$ cat src/rtl/spd_ctrl_pkg.sv
// Shared types, range limits and the saturation helper for the speed controller.
package spd_ctrl_pkg;

  typedef enum logic [1:0] {
    IDLE    = 2'd0,
    RAMP    = 2'd1,
    CRUISE  = 2'd2,
    RAMP_DN = 2'd3
  } state_t;

  localparam int SPD_MAX  = 2047;
  localparam int SPD_MIN  = -2048;
  localparam int ERR_MAX  = 511;
  localparam int ERR_MIN  = -512;
  localparam int DIFF_MAX = 127;
  localparam int DIFF_MIN = -128;

  function automatic logic signed [31:0] sat_signed(input logic signed [31:0] v,
                                                    input int lo, input int hi);
    logic signed [31:0] r;
    if (v > hi) r = hi;
    else if (v < lo) r = lo;
    else r = v;
    return r;
  endfunction

endpackage

$ cat src/rtl/spd_ctrl_pd_term.sv
// Stage-1 of the steering pipeline: error clamp, derivative history and P/D products.
module pd_term
  import spd_ctrl_pkg::*;
#(
  parameter logic signed [3:0] P_COEF = 4'sd3,
  parameter logic signed [3:0] D_COEF = 4'sd5
) (
  input  logic               clk,
  input  logic               rst,
  input  logic               err_vld,
  input  logic               clr_prev,
  input  logic signed [11:0] err,
  output logic signed [13:0] p_term,
  output logic signed [11:0] d_term
);

  logic signed [9:0]  prev_err_r;
  logic signed [9:0]  err_sat_s;
  logic signed [7:0]  diff_s;
  logic signed [31:0] esat_w_s;
  logic signed [31:0] diff_w_s;

  // Clamp the raw error and the sample-to-sample difference.
  always_comb begin
    esat_w_s  = sat_signed(32'(err), ERR_MIN, ERR_MAX);
    err_sat_s = esat_w_s[9:0];
    diff_w_s  = sat_signed(32'(err_sat_s) - 32'(prev_err_r), DIFF_MIN, DIFF_MAX);
    diff_s    = diff_w_s[7:0];
  end

  // Register the products; history is dropped whenever the controller idles.
  always_ff @(posedge clk) begin
    if (rst) begin
      prev_err_r <= 10'sd0;
      p_term     <= 14'sd0;
      d_term     <= 12'sd0;
    end else if (err_vld) begin
      prev_err_r <= clr_prev ? 10'sd0 : err_sat_s;
      p_term     <= 14'(err_sat_s) * 14'(P_COEF);
      d_term     <= 12'(diff_s) * 12'(D_COEF);
    end
  end

endmodule

$ cat src/rtl/spd_ctrl.sv
// Forward-speed ramp FSM plus PD steering mix into saturated wheel speed commands.
// Optional integral term enabled by defining SPD_CTRL_INTEG_EN.
module spd_ctrl
  import spd_ctrl_pkg::*;
#(
  parameter logic signed [3:0] P_COEF   = 4'sd3,
  parameter logic signed [3:0] D_COEF   = 4'sd5,
  parameter logic [7:0]        RAMP_INC = 8'd16
) (
  input  logic               clk,
  input  logic               rst,
  input  logic               moving,
  input  logic [10:0]        frwrd_tgt,
  input  logic signed [11:0] err,
  input  logic               err_vld,
  output logic signed [11:0] lft_spd,
  output logic signed [11:0] rght_spd,
  output logic               out_vld,
  output logic               at_spd
);

  state_t             state_r, state_nxt_s;
  logic [10:0]        frwrd_r, frwrd_nxt_s, toward_s, down_s, frwrd_p_r;
  logic [10:0]        inc_s, dn_inc_s;
  logic               use_down_s, use_toward_s, vld_p_r, zero_p_r;
  logic signed [13:0] p_term_s;
  logic signed [11:0] d_term_s;
  logic signed [16:0] i_term_s, sum_s, shr_s;
  logic signed [11:0] pid_s, lft_s, rght_s;
  logic signed [13:0] fw_s, lsum_s, rsum_s;
  logic signed [31:0] pid_w_s, lft_w_s, rght_w_s;

  assign inc_s    = 11'(RAMP_INC);
  assign dn_inc_s = 11'({RAMP_INC, 1'b0});

  // Candidate speeds: one step toward target, or a double step toward zero.
  always_comb begin
    if (frwrd_r < frwrd_tgt) begin
      if ((frwrd_tgt - frwrd_r) > inc_s) toward_s = frwrd_r + inc_s;
      else toward_s = frwrd_tgt;
    end else if (frwrd_r > frwrd_tgt) begin
      if ((frwrd_r - frwrd_tgt) > inc_s) toward_s = frwrd_r - inc_s;
      else toward_s = frwrd_tgt;
    end else begin
      toward_s = frwrd_tgt;
    end
    if (frwrd_r > dn_inc_s) down_s = frwrd_r - dn_inc_s;
    else down_s = 11'd0;
  end

  // Next state and speed; the entered state's action applies on the same sample.
  always_comb begin
    use_down_s   = 1'b0;
    use_toward_s = 1'b0;
    case (state_r)
      IDLE:    use_toward_s = moving && (frwrd_tgt != 11'd0);
      default: begin
        use_down_s   = !moving;
        use_toward_s = moving;
      end
    endcase
    if (use_down_s) begin
      frwrd_nxt_s = down_s;
      state_nxt_s = (down_s == 11'd0) ? IDLE : RAMP_DN;
    end else if (use_toward_s) begin
      frwrd_nxt_s = toward_s;
      if (toward_s != frwrd_tgt) state_nxt_s = RAMP;
      else if (frwrd_tgt == 11'd0) state_nxt_s = IDLE;
      else state_nxt_s = CRUISE;
    end else begin
      frwrd_nxt_s = 11'd0;
      state_nxt_s = IDLE;
    end
  end

  // FSM state plus the stage-1 copy of speed so back-to-back samples stay aligned.
  always_ff @(posedge clk) begin
    if (rst) begin
      state_r   <= IDLE;
      frwrd_r   <= 11'd0;
      at_spd    <= 1'b0;
      vld_p_r   <= 1'b0;
      frwrd_p_r <= 11'd0;
      zero_p_r  <= 1'b0;
    end else begin
      vld_p_r <= err_vld;
      if (err_vld) begin
        state_r   <= state_nxt_s;
        frwrd_r   <= frwrd_nxt_s;
        at_spd    <= (state_nxt_s == CRUISE);
        frwrd_p_r <= frwrd_nxt_s;
        zero_p_r  <= (state_nxt_s == IDLE);
      end
    end
  end

  pd_term #(.P_COEF(P_COEF), .D_COEF(D_COEF)) u_pd_term (
    .clk      (clk),
    .rst      (rst),
    .err_vld  (err_vld),
    .clr_prev (state_nxt_s == IDLE),
    .err      (err),
    .p_term   (p_term_s),
    .d_term   (d_term_s)
  );

`ifdef SPD_CTRL_INTEG_EN
  logic signed [15:0] integ_r, integ_nxt_s, integ_sh_s;
  logic signed [9:0]  i_esat_s;
  logic signed [31:0] i_esat_w_s, integ_w_s;
  logic signed [16:0] i_term_r;

  // Accumulate only while cruising; any other state restarts from zero.
  always_comb begin
    i_esat_w_s = sat_signed(32'(err), ERR_MIN, ERR_MAX);
    i_esat_s   = i_esat_w_s[9:0];
    if ((state_r == CRUISE) && (state_nxt_s == CRUISE)) begin
      integ_w_s = sat_signed(32'(integ_r) + 32'(i_esat_s), -32'sd32768, 32'sd32767);
    end else begin
      integ_w_s = 32'sd0;
    end
    integ_nxt_s = integ_w_s[15:0];
    integ_sh_s  = integ_nxt_s >>> 6;
  end

  // Integrator and its stage-1 term.
  always_ff @(posedge clk) begin
    if (rst) begin
      integ_r  <= 16'sd0;
      i_term_r <= 17'sd0;
    end else if (err_vld) begin
      integ_r  <= integ_nxt_s;
      i_term_r <= 17'(integ_sh_s);
    end
  end

  assign i_term_s = i_term_r;
`else
  assign i_term_s = 17'sd0;
`endif

  // Stage-2 mix: scale the correction, then apply it differentially.
  always_comb begin
    sum_s    = 17'(p_term_s) + 17'(d_term_s) + i_term_s;
    shr_s    = sum_s >>> 2;
    pid_w_s  = sat_signed(32'(shr_s), SPD_MIN, SPD_MAX);
    pid_s    = pid_w_s[11:0];
    fw_s     = $signed({3'b000, frwrd_p_r});
    lsum_s   = fw_s + 14'(pid_s);
    rsum_s   = fw_s - 14'(pid_s);
    lft_w_s  = sat_signed(32'(lsum_s), SPD_MIN, SPD_MAX);
    rght_w_s = sat_signed(32'(rsum_s), SPD_MIN, SPD_MAX);
    lft_s    = lft_w_s[11:0];
    rght_s   = rght_w_s[11:0];
  end

  // Output registers hold between samples.
  always_ff @(posedge clk) begin
    if (rst) begin
      lft_spd  <= 12'sd0;
      rght_spd <= 12'sd0;
      out_vld  <= 1'b0;
    end else begin
      out_vld <= vld_p_r;
      if (vld_p_r) begin
        lft_spd  <= zero_p_r ? 12'sd0 : lft_s;
        rght_spd <= zero_p_r ? 12'sd0 : rght_s;
      end
    end
  end

endmodule

$ cat config.mk
export PLATFORM = sky130hd
export DESIGN_NAME = spd_ctrl
export DESIGN_NICKNAME = d
export VERILOG_FILES = /design/src/rtl/spd_ctrl_pkg.sv /design/src/rtl/spd_ctrl_pd_term.sv /design/src/rtl/spd_ctrl.sv
export SDC_FILE = /design/constraint.sdc
export NUM_CORES = 1
export LEC_CHECK = 0
export BUFFER_PORTS_ARGS = -buffer_cell sky130_fd_sc_hd__clkbuf_2
export CAP_MARGIN = 20
export CORE_ASPECT_RATIO = 0.9
export CORE_MARGIN = 2
export CORE_UTILIZATION = 68
export CTS_CLUSTER_DIAMETER = 150
export CTS_CLUSTER_SIZE = 10
export DETAILED_ROUTE_END_ITERATION = 10
export PLACE_DENSITY = 0.95
export RECOVER_POWER = 100
export SLEW_MARGIN = 30
export SYNTH_ARGS = -nofsm -noshare
export SYNTH_HDL_FRONTEND = slang
export SYNTH_SLANG_ARGS = --single-unit
export TNS_END_PERCENT = 10
$ cat constraint.sdc
create_clock -name clk -period 14.05 [get_ports clk]
set_input_delay 1.405 -clock clk [delete_from_list [all_inputs] [get_ports clk]]
set_output_delay 1.405 -clock clk [all_outputs]
set_load 0.01 [all_outputs]
==> run summary <==
Num ports -> 53
H-Tree Depth -> 3
Initial core utilization -> 69.6%
Root Buffer -> clkbuf_16
HP Class -> reg2reg
Routed WL -> 20.8 mm
Biggest area consumer among synthesized cells -> dfxtp_1
CTS tree -> done
First-pass GRT wire length -> 34.3 mm
Final HPWL DP -> 15.6 mm
Post-synth top area share -> 19.2%
Area contributors post-synth -> dfxtp_1 (19%), ha_1 (17%), xnor2_1 (5.3%)
Clock Tree Buf Depth -> 2
Slack of the critical path -> 6.11 ns
Post-Syn Instances -> 1022
Final setup viols -> 0
Maximum fanout along the worst path -> 23
Unrepaired setup endpoints after global routing -> no
Cts hold-fix bufs -> 0
Placed Instances -> 1191
Post-Place Setup Slack -> 6.54 ns
Critical path class -> in2reg
Antenna violations before repair -> 0
WP data arrival -> 8.08 ns
Critical path's largest stage delay -> 0.91 ns
Synthesized flop and latch total -> 76
Clock latency on the worst-skew pair -> 0.34 ns
Synth-to-Final Area Change -> 7.07%
Share of layout cells above drive strength 1 -> 6.28%
Post-synth EDFFs -> 0
Std-Cell Core Area -> 0.0114 sq mm
Crit path max-delay family -> compound AO/OA/AOI/OAI gates
Worst Path Required -> 14.19 ns
Slew @ Worst Pin -> 2.13 ns
Maxcap violations -> 2
Slowest CP cell -> o31ai_1
Fin crit share -> 56.5%
Die W -> 118 um
Syn nets -> 1160
Pwr per Cell Area -> 142 mW/mm^2
GPL Wtd Cong -> 0.976
Worst R2R Setup Slack -> 7.84 ns
Top post-synthesis cells by count -> ha_1 (105), nor2_1 (95), nand2_1 (87)
Vias -> 7890
Via-to-Cell Ratio -> 6.54
Most used cell, CP -> o21ai_0
Status -> complete, but fails checks
Final nets -> 1184
WP buf/inv -> 1
Netlist cell types -> 82
Post-synth ARST share -> 0%
Postcts setup bufs -> 0
Layout Cells excl Fill -> 1207
DIE AREA -> 0.0125 sq mm
Clk sinks -> 76
Syn Area/Cell -> 7.75 sq um
Worst Setup End Kind -> flop
Main synth FF type -> dfxtp_1
Final ANT Viol Nets -> 0
Most common cell in the synthesized netlist -> ha_1
Static Leak -> 0.00380 uW
Yosys warning count -> 0
Routed WL per cell -> 17.3 um
TritonCTS buffer count -> 9
Pin count of the biggest net entering global routing -> 51
GRT Overall Usage -> 32.8%
DRT Pass-1 Iters -> 6
IO buf count -> 52
Clock transition at path regs -> 0.06 ns
Endpoints failing hold -> 0
Post-CTS Resized -> 0
1st-iter DRT viols -> 966
Sequential element share of the synthesized area -> 19.2%
Highest attainable clock frequency -> 126 MHz
Slew Limit Fails -> 62
Total Power -> 1200 uW
FP Rows -> 37
Setup TNS -> 0 ns
Relative slew margins -> -42.1%
Crit-path cells -> clkbuf_1 > o21ai_0 > ha_1 > nor2b_1 > o21ai_0 > a21boi_0 > o21ai_0 > a21boi_0 > o21ai_0 > nor3b_1 > nor2_1 > o31ai_1 > o21ai_0 > ha_1 > ha_1 > fa_1 > a21o_1 > a21oi_1 > nor2b_1 > o21a_1 > o21ai_0 > xnor2_1 > o22ai_1
VDD IR-drop max -> 0.0852 mV
Layout Skew -> 0.0107 ns
Post-route minimum period -> 7.94 ns
Cell area after synthesis -> 0.00793 sq mm
Vias in the first global route -> 7330
DRC violations left -> 0
Ant. Diodes -> 0
Die height -> 106 um
Crit path launch type -> input port
Failing checks -> max-capacitance violations, max-slew violations
GR Overflow Total -> 0
==> report_power, final <==
part           internal (uW)  total, uW  switching (uW)
logic                    277        666             389
clock network            160        253            92.3
registers                255        286            31.8
==> cell usage in the layout, fill, tap and decap left out, types with 18 or more instances in the layout <==
master	count
a21oi_1	64
nand3_1	19
xor2_1	18
nor3_1	22
xnor2_1	48
clkbuf_1	29
nor2_1	94
o21ai_0	55
a21o_1	20
nand2_1	87
dfxtp_1	76
ha_1	105
clkbuf_2	24
inv_1	81
==> per-stage QoR <==
step | hold WS (ns) | cell area, sq um | utilization [%]
3_3_place_gp | 0.438 | 8210 | 72.1
2_1_floorplan | 0.450 | 7930 | -
5_1_grt | 0.479 | 8490 | 74.5
3_5_place_dp | 0.454 | 8210 | 72.1
6_report | 0.462 | 8490 | 74.5
4_1_cts | 0.466 | 8540 | 75.0
==> state kept, by name, summed over array words and instances, names as in the netlist <==
| signal | flops |
|---|---|
| at_spd | 1 |
| frwrd_p_r | 11 |
| lft_spd | 12 |
| out_vld | 1 |
| rght_spd | 12 |
| state_r | 2 |
| u_pd_term.d_term | 12 |
| u_pd_term.p_term | 13 |
| u_pd_term.prev_err_r | 10 |
| vld_p_r | 1 |
| zero_p_r | 1 |
==> worst register-to-register path, cell delays in order, from the launching register on <==
cell and delay (ns):
dfxtp_1 0.32, ha_1 0.21, fa_1 0.40, nor2b_1 0.15
o21ai_0 0.13, a21boi_0 0.27, o21ai_0 0.14, a21boi_0 0.30
o21ai_0 0.17, a21boi_0 0.35, nor2_1 0.11, o31ai_1 0.91
o21ai_0 0.38, ha_1 0.32, ha_1 0.21, fa_1 0.42
a21o_1 0.18, a21oi_1 0.24, nor2b_1 0.09, o21a_1 0.18
o21ai_0 0.28, xnor2_1 0.16, o22ai_1 0.09
==> cell type report <==
cell class	count	area [sq um]
Multi-Input combinational cell	820	5880
Fill cell	817	2900
Sequential cell	76	1520
Inverter	82	308
Timing Repair Buffer	57	259
Clock buffer	10	239
Tap cell	156	195
Clock inverter	6	86.3
==> cell families (layout without fill, tap and decap cells) <==
logic type	after synthesis	in the layout	synth area share, %
DFF	76	76	19.2
and+or+nand+nor	313	313	19.0
AOI/OAI and AO/OA	311	311	27.5
adders and majority gates	111	111	18.1
buffers and inverters	126	155	6.49
muxes	19	19	2.45
xor gates and xnor gates	66	66	7.29
==> path summary, 6_finish.rpt <==
path / to / start / cells past startpoint
worst max register to register: u_pd_term.d_term[11] / u_pd_term.prev_err_r[0] / 22
worst max-delay path: u_pd_term.d_term[11] / err[11] / 23
worst min-delay path: rght_spd[0] / rght_spd[0] / 2
worst min register to register: rght_spd[0] / rght_spd[0] / 2
==> layer usage <==
layer	GRT usage [%]	wire [um]	vias up
met3	5.79	1800	63
met4	12.2	492	0
li1	-	-	3723
met2	56.2	9660	448
met5	0	0	-
met1	41.2	8900	3656
No activity file was read; power rests on OpenSTA's default activity.
